===== config.mk =====
export PLATFORM = sky130hd
export DESIGN_NAME = pipe_skid_reg
export DESIGN_NICKNAME = d
export VERILOG_FILES = /design/src/rtl/pipe_skid_reg.sv
export SDC_FILE = /design/constraint.sdc
export NUM_CORES = 1
export LEC_CHECK = 0
export ABC_AREA = 1
export BUFFER_PORTS_ARGS = -buffer_cell sky130_fd_sc_hd__clkbuf_2
export CAP_MARGIN = 20
export CORE_MARGIN = 1.5
export CORE_UTILIZATION = 50
export DETAILED_ROUTE_END_ITERATION = 8
export HOLD_SLACK_MARGIN = 0.05
export PLACE_DENSITY = 0.76
export SLEW_MARGIN = 10
export SYNTH_ARGS = -nofsm -noshare
export SYNTH_HDL_FRONTEND = slang
export SYNTH_SLANG_ARGS = --single-unit

===== constraint.sdc =====
create_clock -name clk -period 2.15 [get_ports clk]
set_input_delay 0.1075 -clock clk [delete_from_list [all_inputs] [get_ports clk]]
set_output_delay 0.1075 -clock clk [all_outputs]
set_load 0.05 [all_outputs]

===== src/rtl/pipe_skid_reg.sv =====
// Two-entry pipeline stage: a main register drives the outputs and a skid slot
// takes one extra beat so in_ready never depends on out_ready combinationally.
module pipe_skid_reg #(
  parameter int unsigned        PC_W     = 32,
  parameter int unsigned        INST_W   = 32,
  parameter int unsigned        SIDE_W   = 32,
  parameter logic [INST_W-1:0]  NOP_INST = 32'h00000013,
  parameter int unsigned        CNT_W    = 16
) (
  input  logic              clk,
  input  logic              rst,
  input  logic              flush,
  input  logic              in_valid,
  output logic              in_ready,
  input  logic [PC_W-1:0]   in_pc,
  input  logic [INST_W-1:0] in_inst,
  input  logic [SIDE_W-1:0] in_side,
  output logic              out_valid,
  input  logic              out_ready,
  output logic [PC_W-1:0]   out_pc,
  output logic [INST_W-1:0] out_inst,
  output logic [SIDE_W-1:0] out_side,
  output logic [1:0]        occupancy,
  input  logic              stall_clr,
  output logic [CNT_W-1:0]  stall_cnt
);

  localparam logic [1:0] EMPTY = 2'd0;
  localparam logic [1:0] ONE   = 2'd1;
  localparam logic [1:0] FULL  = 2'd2;

  localparam logic [CNT_W-1:0] CNT_MAX = {CNT_W{1'b1}};

  logic [1:0]        state;
  logic [PC_W-1:0]   main_pc,   skid_pc;
  logic [INST_W-1:0] main_inst, skid_inst;
  logic [SIDE_W-1:0] main_side, skid_side;
  logic              in_acc, out_acc;

  // The state encoding doubles as the entry count.
  assign occupancy = state;
  assign in_ready  = (state != FULL);
  assign out_valid = (state != EMPTY);
  assign out_pc    = main_pc;
  assign out_inst  = main_inst;
  assign out_side  = main_side;

  assign in_acc  = in_valid & in_ready;
  assign out_acc = out_valid & out_ready;

  always_ff @(posedge clk) begin
    if (!rst) begin
      state     <= EMPTY;
      main_pc   <= '0;
      main_inst <= NOP_INST;
      main_side <= '0;
      skid_pc   <= '0;
      skid_inst <= '0;
      skid_side <= '0;
    end else if (flush) begin
      state     <= EMPTY;
      main_pc   <= '0;
      main_inst <= NOP_INST;
      main_side <= '0;
      skid_pc   <= '0;
      skid_inst <= '0;
      skid_side <= '0;
    end else begin
      case (state)
        EMPTY: begin
          if (in_acc) begin
            state     <= ONE;
            main_pc   <= in_pc;
            main_inst <= in_inst;
            main_side <= in_side;
          end
        end
        ONE: begin
          if (in_acc && out_acc) begin
            main_pc   <= in_pc;
            main_inst <= in_inst;
            main_side <= in_side;
          end else if (in_acc) begin
            state     <= FULL;
            skid_pc   <= in_pc;
            skid_inst <= in_inst;
            skid_side <= in_side;
          end else if (out_acc) begin
            // Main returns to the idle payload so an empty stage shows a NOP.
            state     <= EMPTY;
            main_pc   <= '0;
            main_inst <= NOP_INST;
            main_side <= '0;
          end
        end
        FULL: begin
          if (out_acc) begin
            state     <= ONE;
            main_pc   <= skid_pc;
            main_inst <= skid_inst;
            main_side <= skid_side;
          end
        end
        default: begin
          state     <= EMPTY;
          main_pc   <= '0;
          main_inst <= NOP_INST;
          main_side <= '0;
        end
      endcase
    end
  end

  // Stall counter ignores flush; clear wins over a same-cycle increment.
  always_ff @(posedge clk) begin
    if (!rst) begin
      stall_cnt <= '0;
    end else if (stall_clr) begin
      stall_cnt <= '0;
    end else if (out_valid && !out_ready && (stall_cnt != CNT_MAX)) begin
      stall_cnt <= stall_cnt + 1'b1;
    end
  end

endmodule


==> run metrics <==
status finished clean; hold path depth 4; first-pass GRT wire length 41.5 mm; Syn Nets 1402; Cell Area, Placed 0.0101 sq mm; yosys warns 0; worst min-delay path category primary input to flip-flop; Post-Synthesis Cell Area 0.00888 sq mm; Initial DRC Count 688; Largest stage delay, worst path 0.42 ns; Via density 5.20; largest net degree at the start of global routing 99; mean post-synth cell area 6.84 sq um; number of synthesized flops with an enable pin 0; CP max FO 94; I/O Buffers 217; Crit path arrival time 1.95 ns; synthesis-to-layout area growth 33.3%; Routed WL per cell 14.4 um; die area 0.0186 sq mm; Congestion Overflow GR 0; setup violators final 0; #FFs+latches synth 210; total CTS buffers 23; share of layout cells above drive strength 1 18.2%; htree depth 1; I/O Pins 218; Multi-input gate area 0.00416 sq mm; Netlist cell types 26; hold_sp flush; CP Cell Sequence inv_2 -> nor2_4 -> clkbuf_16 -> inv_1 -> buf_2; Worst-Margin Slew 0.886 ns; CP top delay family buffers and inverters; PwrDens 755 mW/mm^2; Post-route DRC 0; Rel. slew slack 41.0%; clock sink count 210; CTS max path bufs 3; WP buf/inv 4; Final Instance Area 0.0118 sq mm; RR Endpoint out_inst[3]$_SDFFE_PP0P_; Place WS -0.376 ns; period utilisation layout 95.9%; drt total wl 26.2 mm; setup ws final 0.0887 ns; DRT Pass-1 Iters 5; Mapped Cells 1299; fin. max-slew vios 0; Worst Path Required 2.04 ns; CTS root buf clkbuf_16; CP max-delay cell dfxtp_1; clock-pin slew on the worst setup and hold paths 0.06 ns; Max Freq 485 MHz; RSZ-0062 raised after global routing true; GRT Overall Usage 27.2%; Detail Placement HPWL 14.8 mm; core area 0.0173 sq mm; Setup CP Type flip-flop to output port; leakage 0.00497 uW; main flop type after synthesis dfxtp_1; total vias in the final route 9445; number of global-route vias before repair 8824; Max-Cap Viols 0; hold endpoint out_pc[19]$_SDFFE_PP0P_; Reg2Reg Depth 8; CTS tree done; initial antenna violation count 0; sequential cell area 0.00420 sq mm; Skew-Pair Late Insertion Delay 0.50 ns; Initial Util 51.3%; async set or reset register ratio after synthesis 0%; worst vdd ir 0.525 mV; post-route ant nets 0; sequential share of the synthesized area 47.3%; Setup crit end kind output port; Hold Fails Final Rpt 0; Reg2Reg Setup Slack 0.13 ns; Clock Skews 0.00854 ns; Final min period 2.06 ns; CP startpoint kind flip-flop; reg-to-reg startpoint occupancy[0]$_SDFFE_PP0P_; Final #Nets 1678; # fillers 1447; die width 136 um; Hold Worst Slack 0.100 ns; Die Y-Extent 136 um; routability congestion estimate 0.872; Power Total 8940 uW; Rows 48
==> worst max-delay path by stage <==
stage	start	to	slack, ns	depth (start not counted)
after detailed placement	occupancy[0]$_SDFFE_PP0P_	out_inst[18]$_SDFFE_PP0P_	-0.38	7
final	occupancy[1]$_SDFFE_PP0P_	in_ready	0.09	5
after CTS	occupancy[0]$_SDFFE_PP0P_	skid_pc[17]$_SDFFE_PP0P_	0.06	8
after global placement	occupancy[0]$_SDFFE_PP0P_	out_inst[15]$_SDFFE_PP0P_	-0.27	7
after floorplan	stall_cnt[0]$_SDFFE_PP0P_	stall_cnt[0]$_SDFFE_PP0P_	0.06	9
after global routing	occupancy[1]$_SDFFE_PP0P_	in_ready	-0.01	5
==> flip-flops by register name, indices dropped and copies added (netlist names) <==
signal	count
out_inst	32
skid_inst	32
skid_pc	32
out_side	32
stall_cnt	16
skid_side	32
occupancy	2
out_pc	32
==> per-layer routing <==
layer  share of wire [%]  track usage (%)  routed length [um]
met5                   0                0                   0
met4                 3.1             11.5                 819
met3                 7.4             5.07                1940
met2                  47             45.3               12400
met1                  42             34.5               11000
==> synth_stat cells (5+ instances only) <==
| cell type | count | area, sq um |
|---|---|---|
| a21oi_1 | 129 | 646 |
| buf_2 | 33 | 165 |
| buf_4 | 6 | 45.0 |
| clkbuf_1 | 48 | 180 |
| dfxtp_1 | 210 | 4200 |
| inv_1 | 34 | 128 |
| inv_2 | 5 | 18.8 |
| nand2_1 | 420 | 1580 |
| nand3_1 | 11 | 55.1 |
| nand4_1 | 6 | 37.5 |
| nor2_1 | 176 | 661 |
| o21ai_0 | 171 | 856 |
| o21ai_1 | 24 | 120 |
==> area by class of cell <==
type                            instances  share of cell area (%)
Antenna cell                            1                  0.0211
Sequential cell                       210                    35.5
Clock buffer                           38                    5.85
Inverter                               40                    1.32
Multi-Input combinational cell        960                    35.2
Timing Repair Buffer                  340                    19.6
Clock inverter                          2                   0.116
Tap cell                              225                    2.38
==> cell families after synthesis <==
| family | count (synthesis) | share of synthesized area [%] |
|---|---|---|
| buffers and inverters | 131 | 6.26 |
| adders and majority gates | 1 | 0.141 |
| AOI/OAI and AO/OA | 328 | 18.6 |
| xor gates and xnor gates | 7 | 0.690 |
| and+or+nand+nor | 622 | 27.0 |
| DFF | 210 | 47.3 |
==> worst register-to-register path: stages, from the launching register on <==
cell,delay [ns]
dfxtp_1,0.39
nor2_4,0.13
inv_2,0.06
o21ai_2,0.40
nor2_4,0.20
inv_2,0.13
buf_12,0.30
nand2_1,0.15
a21oi_1,0.19
==> stage by stage <==
stage,util (%),std cells,TNS (ns)
final,68.4,1816,0
after global routing,68.4,1815,-0.0117
after detailed placement,58.3,1675,-21.67
after floorplan,-,1299,0
after global placement,58.3,1675,-14.12
after CTS,68.3,1815,0
==> where the power goes <==
group	internal (uW)	switching, uW	leakage, uW	total, uW
sequential	3980	50.0	0.00170	4030
clock	2180	1540	0.000345	3720
combinational	406	784	0.00292	1190
total	6570	2370	0.00497	8940
==> timing repair <==
item / CTS / global route
cloned: 2 / 0
hold endpoints to repair: 194 / 0
resized for setup: 4 / 11
pin swaps: 1 / 0
endpoints found under the setup margin: 97 / 57
hold buffers: 98 / 0
setup buffers: 0 / 0
==> cell usage in the layout, fill, tap and decap left out, types with 2 or more instances in the layout <==
| cell | instances |
|---|---|
| o21ai_0 | 171 |
| buf_12 | 3 |
| clkbuf_1 | 9 |
| nor2_1 | 174 |
| buf_4 | 18 |
| nand4_1 | 6 |
| xor2_1 | 3 |
| a21oi_1 | 129 |
| buf_6 | 2 |
| inv_1 | 34 |
| nor3_1 | 2 |
| xnor2_1 | 4 |
| nor2_4 | 7 |
| nand3_1 | 11 |
| clkbuf_2 | 216 |
| dfxtp_1 | 210 |
| clkbuf_16 | 24 |
| clkinv_2 | 2 |
| clkbuf_8 | 6 |
| dlygate4sd3_1 | 98 |
| o21ai_1 | 24 |
| o22ai_1 | 2 |
| nand2_1 | 420 |
| o21ai_2 | 2 |
| inv_2 | 4 |
(Power assumes the default switching activity.)
